<file path="config.mk">
export PLATFORM = sky130hd
export DESIGN_NAME = uart_tx_stream
export DESIGN_NICKNAME = d
export VERILOG_FILES = /design/src/rtl/uart_tx_stream.sv
export SDC_FILE = /design/constraint.sdc
export NUM_CORES = 1
export LEC_CHECK = 0
export BUFFER_PORTS_ARGS = -buffer_cell sky130_fd_sc_hd__buf_2
export CAP_MARGIN = 20
export CORE_UTILIZATION = 55
export DETAILED_ROUTE_END_ITERATION = 10
export PLACE_DENSITY = 0.75
export SLEW_MARGIN = 20
export SYNTH_ARGS = -nofsm -noshare
export SYNTH_HDL_FRONTEND = slang
export SYNTH_SLANG_ARGS = --single-unit
</file>
<file path="constraint.sdc">
create_clock -name clk -period 2.4 [get_ports clk]
set_input_delay 0.36 -clock clk [delete_from_list [all_inputs] [get_ports clk]]
set_output_delay 0.36 -clock clk [all_outputs]
set_load 0.02 [all_outputs]
</file>
<file path="src/rtl/uart_tx_stream.sv">
// uart_tx_stream: UART transmitter draining a valid/ready byte stream onto a registered TX line
module uart_tx_stream #(
    parameter int DATA_WIDTH   = 8,
    parameter int CLKS_PER_BIT = 434,
    parameter int PARITY_MODE  = 0,
    parameter int STOP_BITS    = 1,
    parameter int CNT_WIDTH    = $clog2(CLKS_PER_BIT)
) (
    input  logic                  clk,
    input  logic                  rst,
    input  logic [DATA_WIDTH-1:0] s_data,
    input  logic                  s_valid,
    output logic                  s_ready,
    output logic                  tx,
    output logic                  busy,
    output logic                  tx_done
);
    localparam logic [2:0] IDLE   = 3'd0;
    localparam logic [2:0] START  = 3'd1;
    localparam logic [2:0] DATA   = 3'd2;
    localparam logic [2:0] PARITY = 3'd3;
    localparam logic [2:0] STOP   = 3'd4;
    localparam logic [CNT_WIDTH-1:0] CNT_LAST  = CNT_WIDTH'(CLKS_PER_BIT - 1);
    localparam logic [3:0]           DATA_LAST = 4'(DATA_WIDTH - 1);
    localparam logic [3:0]           STOP_LAST = 4'(STOP_BITS - 1);

    if (CLKS_PER_BIT < 2 || STOP_BITS < 1 || STOP_BITS > 2 || PARITY_MODE < 0 ||
        PARITY_MODE > 2 || DATA_WIDTH < 5 || DATA_WIDTH > 9) begin : g_param_check
        $error("uart_tx_stream: illegal parameter combination");
    end

    logic [2:0]            state;
    logic [CNT_WIDTH-1:0]  cnt;
    logic [3:0]            bit_idx;
    logic [DATA_WIDTH-1:0] shreg;
    logic                  par_bit;
    logic                  bit_end;
    logic                  handshake;

    assign s_ready   = (state == IDLE) && !rst;
    assign busy      = state != IDLE;
    assign bit_end   = cnt == CNT_LAST;
    assign handshake = s_valid && s_ready;
    assign tx_done   = (state == STOP) && bit_end && (bit_idx == STOP_LAST);

    // Frame sequencer: tx is loaded with the next bit value on every state entry so the line stays glitch-free
    always_ff @(posedge clk) begin
        if (rst) begin
            state   <= IDLE;
            cnt     <= '0;
            bit_idx <= '0;
            shreg   <= '0;
            par_bit <= 1'b0;
            tx      <= 1'b1;
        end else begin
            case (state)
                IDLE: begin
                    if (handshake) begin
                        shreg   <= s_data;
                        par_bit <= (^s_data) ^ (PARITY_MODE == 2);
                        state   <= START;
                        cnt     <= '0;
                        tx      <= 1'b0;
                    end
                end
                START: begin
                    if (bit_end) begin
                        state   <= DATA;
                        cnt     <= '0;
                        bit_idx <= '0;
                        tx      <= shreg[0];
                    end else begin
                        cnt <= cnt + 1'b1;
                    end
                end
                DATA: begin
                    if (bit_end) begin
                        cnt     <= '0;
                        shreg   <= shreg >> 1;
                        bit_idx <= bit_idx + 4'd1;
                        if (bit_idx == DATA_LAST) begin
                            if (PARITY_MODE != 0) begin
                                state <= PARITY;
                                tx    <= par_bit;
                            end else begin
                                state   <= STOP;
                                bit_idx <= '0;
                                tx      <= 1'b1;
                            end
                        end else begin
                            tx <= shreg[1];
                        end
                    end else begin
                        cnt <= cnt + 1'b1;
                    end
                end
                PARITY: begin
                    if (bit_end) begin
                        state   <= STOP;
                        cnt     <= '0;
                        bit_idx <= '0;
                        tx      <= 1'b1;
                    end else begin
                        cnt <= cnt + 1'b1;
                    end
                end
                STOP: begin
                    if (bit_end) begin
                        cnt <= '0;
                        if (bit_idx == STOP_LAST) begin
                            state   <= IDLE;
                            bit_idx <= '0;
                        end else begin
                            bit_idx <= bit_idx + 4'd1;
                        end
                    end else begin
                        cnt <= cnt + 1'b1;
                    end
                end
                default: begin
                    state <= IDLE;
                    tx    <= 1'b1;
                end
            endcase
        end
    end
endmodule
</file>
==> results of run 1 <==
==> routing by layer <==
layer	part of all wire [%]	track usage [%]
met1	51	32.1
met2	46	39.3
met3	2.4	2.61
met4	0.49	7.46
met5	0	0
==> flip-flops by register name, summed over array words and instances, names as in the netlist <==
name and flops:
bit_idx 4, cnt 9, shreg 8, state 3, tx 1
==> cells by family after synthesis <==
logic type / after synthesis
fa+ha+maj: 4
xor+xnor: 2
compound gates: 51
simple gates: 61
flops: 25
buf+inv: 11
==> synthesized netlist by cell type, drive strengths merged (2+ instances only) <==
master	instances	area share (%)
o31ai	4	2.2
nand2	11	3.2
nand4	3	1.4
o221a	7	5.7
nor3b	3	2.0
a21oi	16	5.8
or4	3	1.6
dfxtp	25	36
buf	5	2.2
ha	4	3.6
o211a	2	1.4
or3	4	1.8
inv	4	1.1
nand3	9	3.6
nor3	3	1.1
nand4b	3	1.9
and3	2	0.90
o21a	7	3.8
a31oi	3	1.4
o21ai	5	2.9
nor2	10	2.9
==> area by class of cell <==
type,count,area (um2)
multi-input combinational,118,827
fill,213,811
sequential,25,500
timing repair buffer,14,70.1
tap,28,35.0
inverter,5,23.8
clock buffer,3,22.5
clock inverter,1,7.51
==> through the flow <==
step | setup slack (ns) | util, %
after detailed placement | 0.471 | 63.4
after global placement | 0.600 | 63.4
after global routing | 0.0427 | 64.7
after CTS | 0.190 | 64.7
after floorplan | 0.572 | -
final | 0.188 | 64.7
==> critical path, delay by kind of cell, from the launching register on <==
family        cells  cell delay (ns)
fa+ha+maj         1             0.17
buf+inv           1             0.19
flops             1             0.45
simple gates      3             0.73
==> where the power goes <==
part,switching (mW),internal [mW]
registers,0.0166,0.431
clock network,0.128,0.0635
logic,0.0562,0.0439
total,0.200,0.539
==> cells in the final DEF (no fill, tap or decap), types with 4 or more instances in the layout <==
master	n
o221a_2	7
or3_1	4
buf_2	14
nor2_1	9
inv_1	4
nand3_1	8
a21oi_1	16
o31ai_1	4
ha_1	4
dfxtp_1	25
o21a_1	7
nand2_1	10
==> worst max path at each step <==
stage / depth (start not counted) / from / end
floorplan: 5 / cnt[0] / tx_done
global placement: 5 / cnt[0] / cnt[2]
detailed placement: 5 / cnt[0] / cnt[5]
CTS: 5 / cnt[0] / tx_done
global route: 5 / cnt[0] / tx_done
finish: 5 / cnt[0] / tx_done
==> results.ini, run 1 <==
[outcome]
outcome=finished, final reports clean

[synth]
ys_seq_elements=25
synth_edf_count=0
synthesis.area_mm2=0.00139
yosys_warnings=0
synth_compound_area_share_pct=28.3
synth_top_family_by_area=compound AO/OA/AOI/OAI gates
ys_types=49
synthMuxAreaShare_pct=0
syn_nets=169
synthXorXnorAreaFrac_pct=1.26
avgSynthCellArea_um2=8.99
ys_seq_area_share_pct=36.1
synth_ff_type=dfxtp_1
synthArstFlopShare_pct=0
synth_simple_gate_area_share_pct=26.6
syn_inst=154
synthAdderAreaFrac_pct=3.61

[clocking]
root_buffer=clkbuf_4
cts_sinks=25
cts_max_path_buffers=2
cts_tree=done
ctsHtreeMaxLevel=1
cts_setup_buffers=0
ctsResizeCount=0
ctsHoldBuffers=0
cts_buffers=3
clock_latency_ns=0.32
path_clk_slew_ns=0.14

[global_route]
antenna_found_initial=0
grt_overflow=0
grt_max_degree=16
grt.total_usage_pct=23.7
grt_first_pass_wirelength_um=4880
grt_pass1_vias=1121

[worst_setup_path]
path_class=register to output pin
cp-end-kind=output pin
path_cells=ha_1 > and4b_1 > nand2_2 > nor3_1 > buf_2
r2r-start=cnt[0]
cpMaxStageDelayCell=dfxtp_1
cp_max_fo=10
r2r_slack_ns=0.45
reg2reg_to=cnt[5]
cp.required_ns=2.04
rr_worst_depth=5
slowest_delay_ns=0.45
cp-start-kind=register
cp.arrival_ns=1.85

[die]
start_util_pct=60.3
dieArea_mm2=0.00272
die_h_um=52.2
core_area_mm2=0.00230
die_w_um=52.2
num_rows=17
io_pins=15

[routing]
drtAntennaViolNets=0
routed_wl_um=2840
wl_per_cell_um=14.7
drc=0
post_drt_via_cell_ratio=6.21
num_vias=1205
drt_iter0_drc=29
drtPass1Iterations=4

[timing]
slew_viol_final=0
rsz0062_at_grt=no
final-setup-viol-count=0
hold_viol=0
fmax_ghz=0.452
period_needed_ns=2.21
finClkSkew_ns=0.00872
slew_headroom_pct=55.3
worst_hold_slack_ns=0.299
setup_tns_ns=0
period_share_pct=92.2
worst_pin_slew_ns=0.671

[power]
p_per_area_mw_per_mm2=497
finalPower_mw=0.739
vdd_ir_drop_max_mv=0.390
power.leakage_nw=0.542

[cells_and_area]
insertedDiodeCount=0
stdcell_count=194
finalNetCount=182
drive_above_1_share_pct=20.5
final_area_mm2=0.00149
area_growth_pct=7.32

[place]
placed_area_mm2=0.00146
placed_cells=190
place_congestion=0.839
numPortBuffers=14
dpl.hpwl_um=2100

[job]
drv_cap=0

[min_path]
holdPathStages=3
hold_end=shreg[7]
hold_path_class=input pin to register
hp-start=s_data[7]

No activity file was read; power rests on OpenSTA's default activity.
==> run 2, diff against run 1 <==
Settings changed: CELL_PAD_IN_SITES_DETAIL_PLACEMENT set to 0, CELL_PAD_IN_SITES_GLOBAL_PLACEMENT set to 1, CORE_UTILIZATION 55 to 47, PLACE_DENSITY 0.75 to 0.83.
==> results.ini, run 2 (same netlist as run 1, synthesis figures left out) <==
[timing]
period_share_pct=93.7  ; +1.6 points
finClkSkew_ns=0.00222  ; -0.00650 ns
final-setup-viol-count=0  ; unchanged
slew_headroom_pct=55.6  ; +0.30 points
period_needed_ns=2.25  ; +0.0376 ns
worst_pin_slew_ns=0.666  ; -0.00457 ns
setup_tns_ns=0  ; unchanged
hold_viol=0  ; unchanged
fmax_ghz=0.445  ; -1.7%
slew_viol_final=0  ; unchanged
fin_ws_ns=0.151  ; -0.0376 ns
rsz0062_at_grt=no

[power]
power.leakage_nw=0.545  ; +0.69%
p_per_area_mw_per_mm2=494  ; -0.63%
vdd_ir_drop_max_mv=0.298  ; -23%

[clocking]
clock_latency_ns=0.32  ; about the same
cts_max_path_buffers=2  ; unchanged
cts_setup_buffers=0  ; unchanged
root_buffer=clkbuf_4
cts_tree=done
ctsHtreeMaxLevel=1  ; unchanged
cts_sinks=25  ; unchanged
ctsHoldBuffers=0  ; unchanged
path_clk_slew_ns=0.13  ; about the same
ctsResizeCount=0  ; unchanged
cts_buffers=3  ; unchanged

[global_route]
grt_overflow=0  ; unchanged
grt_max_degree=15  ; -1
grt_pass1_vias=1051  ; -6.2%
grt.total_usage_pct=19.2  ; -4.5 points
antenna_found_initial=0  ; unchanged
grt_first_pass_wirelength_um=4790  ; -1.8%

[worst_setup_path]
cp.required_ns=2.04  ; about the same
cp_max_fo=10  ; unchanged
cp-start-kind=register
path_class=register to output pin
cp-end-kind=output pin
cp.arrival_ns=1.89  ; +0.04 ns

[outcome]
outcome=finished, final reports clean

[place]
place_congestion=0.906  ; +8.0%
pre_cts_slack_ns=0.452  ; -0.0195 ns
dpl.hpwl_um=2100  ; about the same
numPortBuffers=14  ; unchanged

[routing]
routed_wl_um=2840  ; -0.18%
drt_iter0_drc=32  ; +10%
drtAntennaViolNets=0  ; unchanged
drtPass1Iterations=4  ; unchanged
post_drt_via_cell_ratio=6.23  ; +0.36%
drc=0  ; unchanged
wl_per_cell_um=14.4  ; -1.7%
num_vias=1228  ; +1.9%

[cells_and_area]
layout_common_cells=25 x dfxtp_1, 16 x a21oi_1, 14 x buf_2, 10 x nand2_1, 9 x nor2_1
layout_commonest_cell=dfxtp_1
largest_reg_flops=9  ; unchanged
largestRegisters=cnt: 9 flops, shreg: 8 flops, bit_idx: 4 flops
finalNetCount=182  ; unchanged
drive_above_1_share_pct=20.5  ; unchanged
regMostFlops=cnt
area_growth_pct=7.41  ; about the same
insertedDiodeCount=0  ; unchanged

[min_path]
hold_path_class=input pin to register

[die]
die_h_um=56.3  ; +7.9%
start_util_pct=49.8  ; -10 points
dieArea_mm2=0.00317  ; +16%
num_rows=19  ; +2
io_pins=15  ; unchanged
die_w_um=56.3  ; +7.9%
core_area_mm2=0.00278  ; +21%

[job]
drv_cap=0  ; unchanged

==> run 2: changes by cell type in the layout (fill, tap and decap cells not counted) <==
cell        before  now
clkinv_2         0    1
clkinvlp_4       1    0
==> run 2: final timing paths <==
path,start,depth (start not counted),end,slack [ns]
worst max-delay path,cnt[0],5,tx_done,0.15
worst min-delay path,s_data[7],3,shreg[7],0.30
worst max register to register,cnt[0],5,cnt[2],0.45
worst min register to register,shreg[7],2,shreg[7],0.48
==> run 2: critical path, stage by stage (launching register included) <==
cell     delay [ns]
dfxtp_1        0.44
ha_1           0.17
and4b_1        0.34
nand2_2        0.18
nor3_1         0.23
buf_2          0.20
==> run 2: metrics by stage <==
stage	instance area, um2	std cells	util (%)	hold WS (ns)	power (mW)
after floorplan	1390	154	-	0.444	0.526
after global placement	1460	193	52.5	0.457	0.554
after detailed placement	1460	193	52.5	0.463	0.556
after CTS	1490	197	53.5	0.284	0.747
after global routing	1490	197	53.5	0.289	0.778
final	1490	197	53.5	0.296	0.735
==> run 2: cell type report <==
class                      count  area [um2]
inverter                       5        23.8
timing repair buffer          14        70.1
multi-input combinational    118         827
fill                         260        1290
clock inverter                 1        5.00
sequential                    25         500
clock buffer                   3        22.5
tap                           31        38.8
==> run 2: per-layer routing <==
layer | vias up | share of wire, % | track usage, %
li1 | 618 | - | -
met1 | 574 | 48 | 26.2
met2 | 27 | 44 | 28.2
met3 | 9 | 5.1 | 3.46
met4 | 0 | 2.7 | 11.1
met5 | - | 0 | 0
==> run 2: where the power goes <==
| group | internal [mW] | switching (mW) |
|---|---|---|
| registers | 0.431 | 0.0165 |
| logic | 0.0439 | 0.0545 |
| clock network | 0.0625 | 0.127 |
| total | 0.538 | 0.198 |
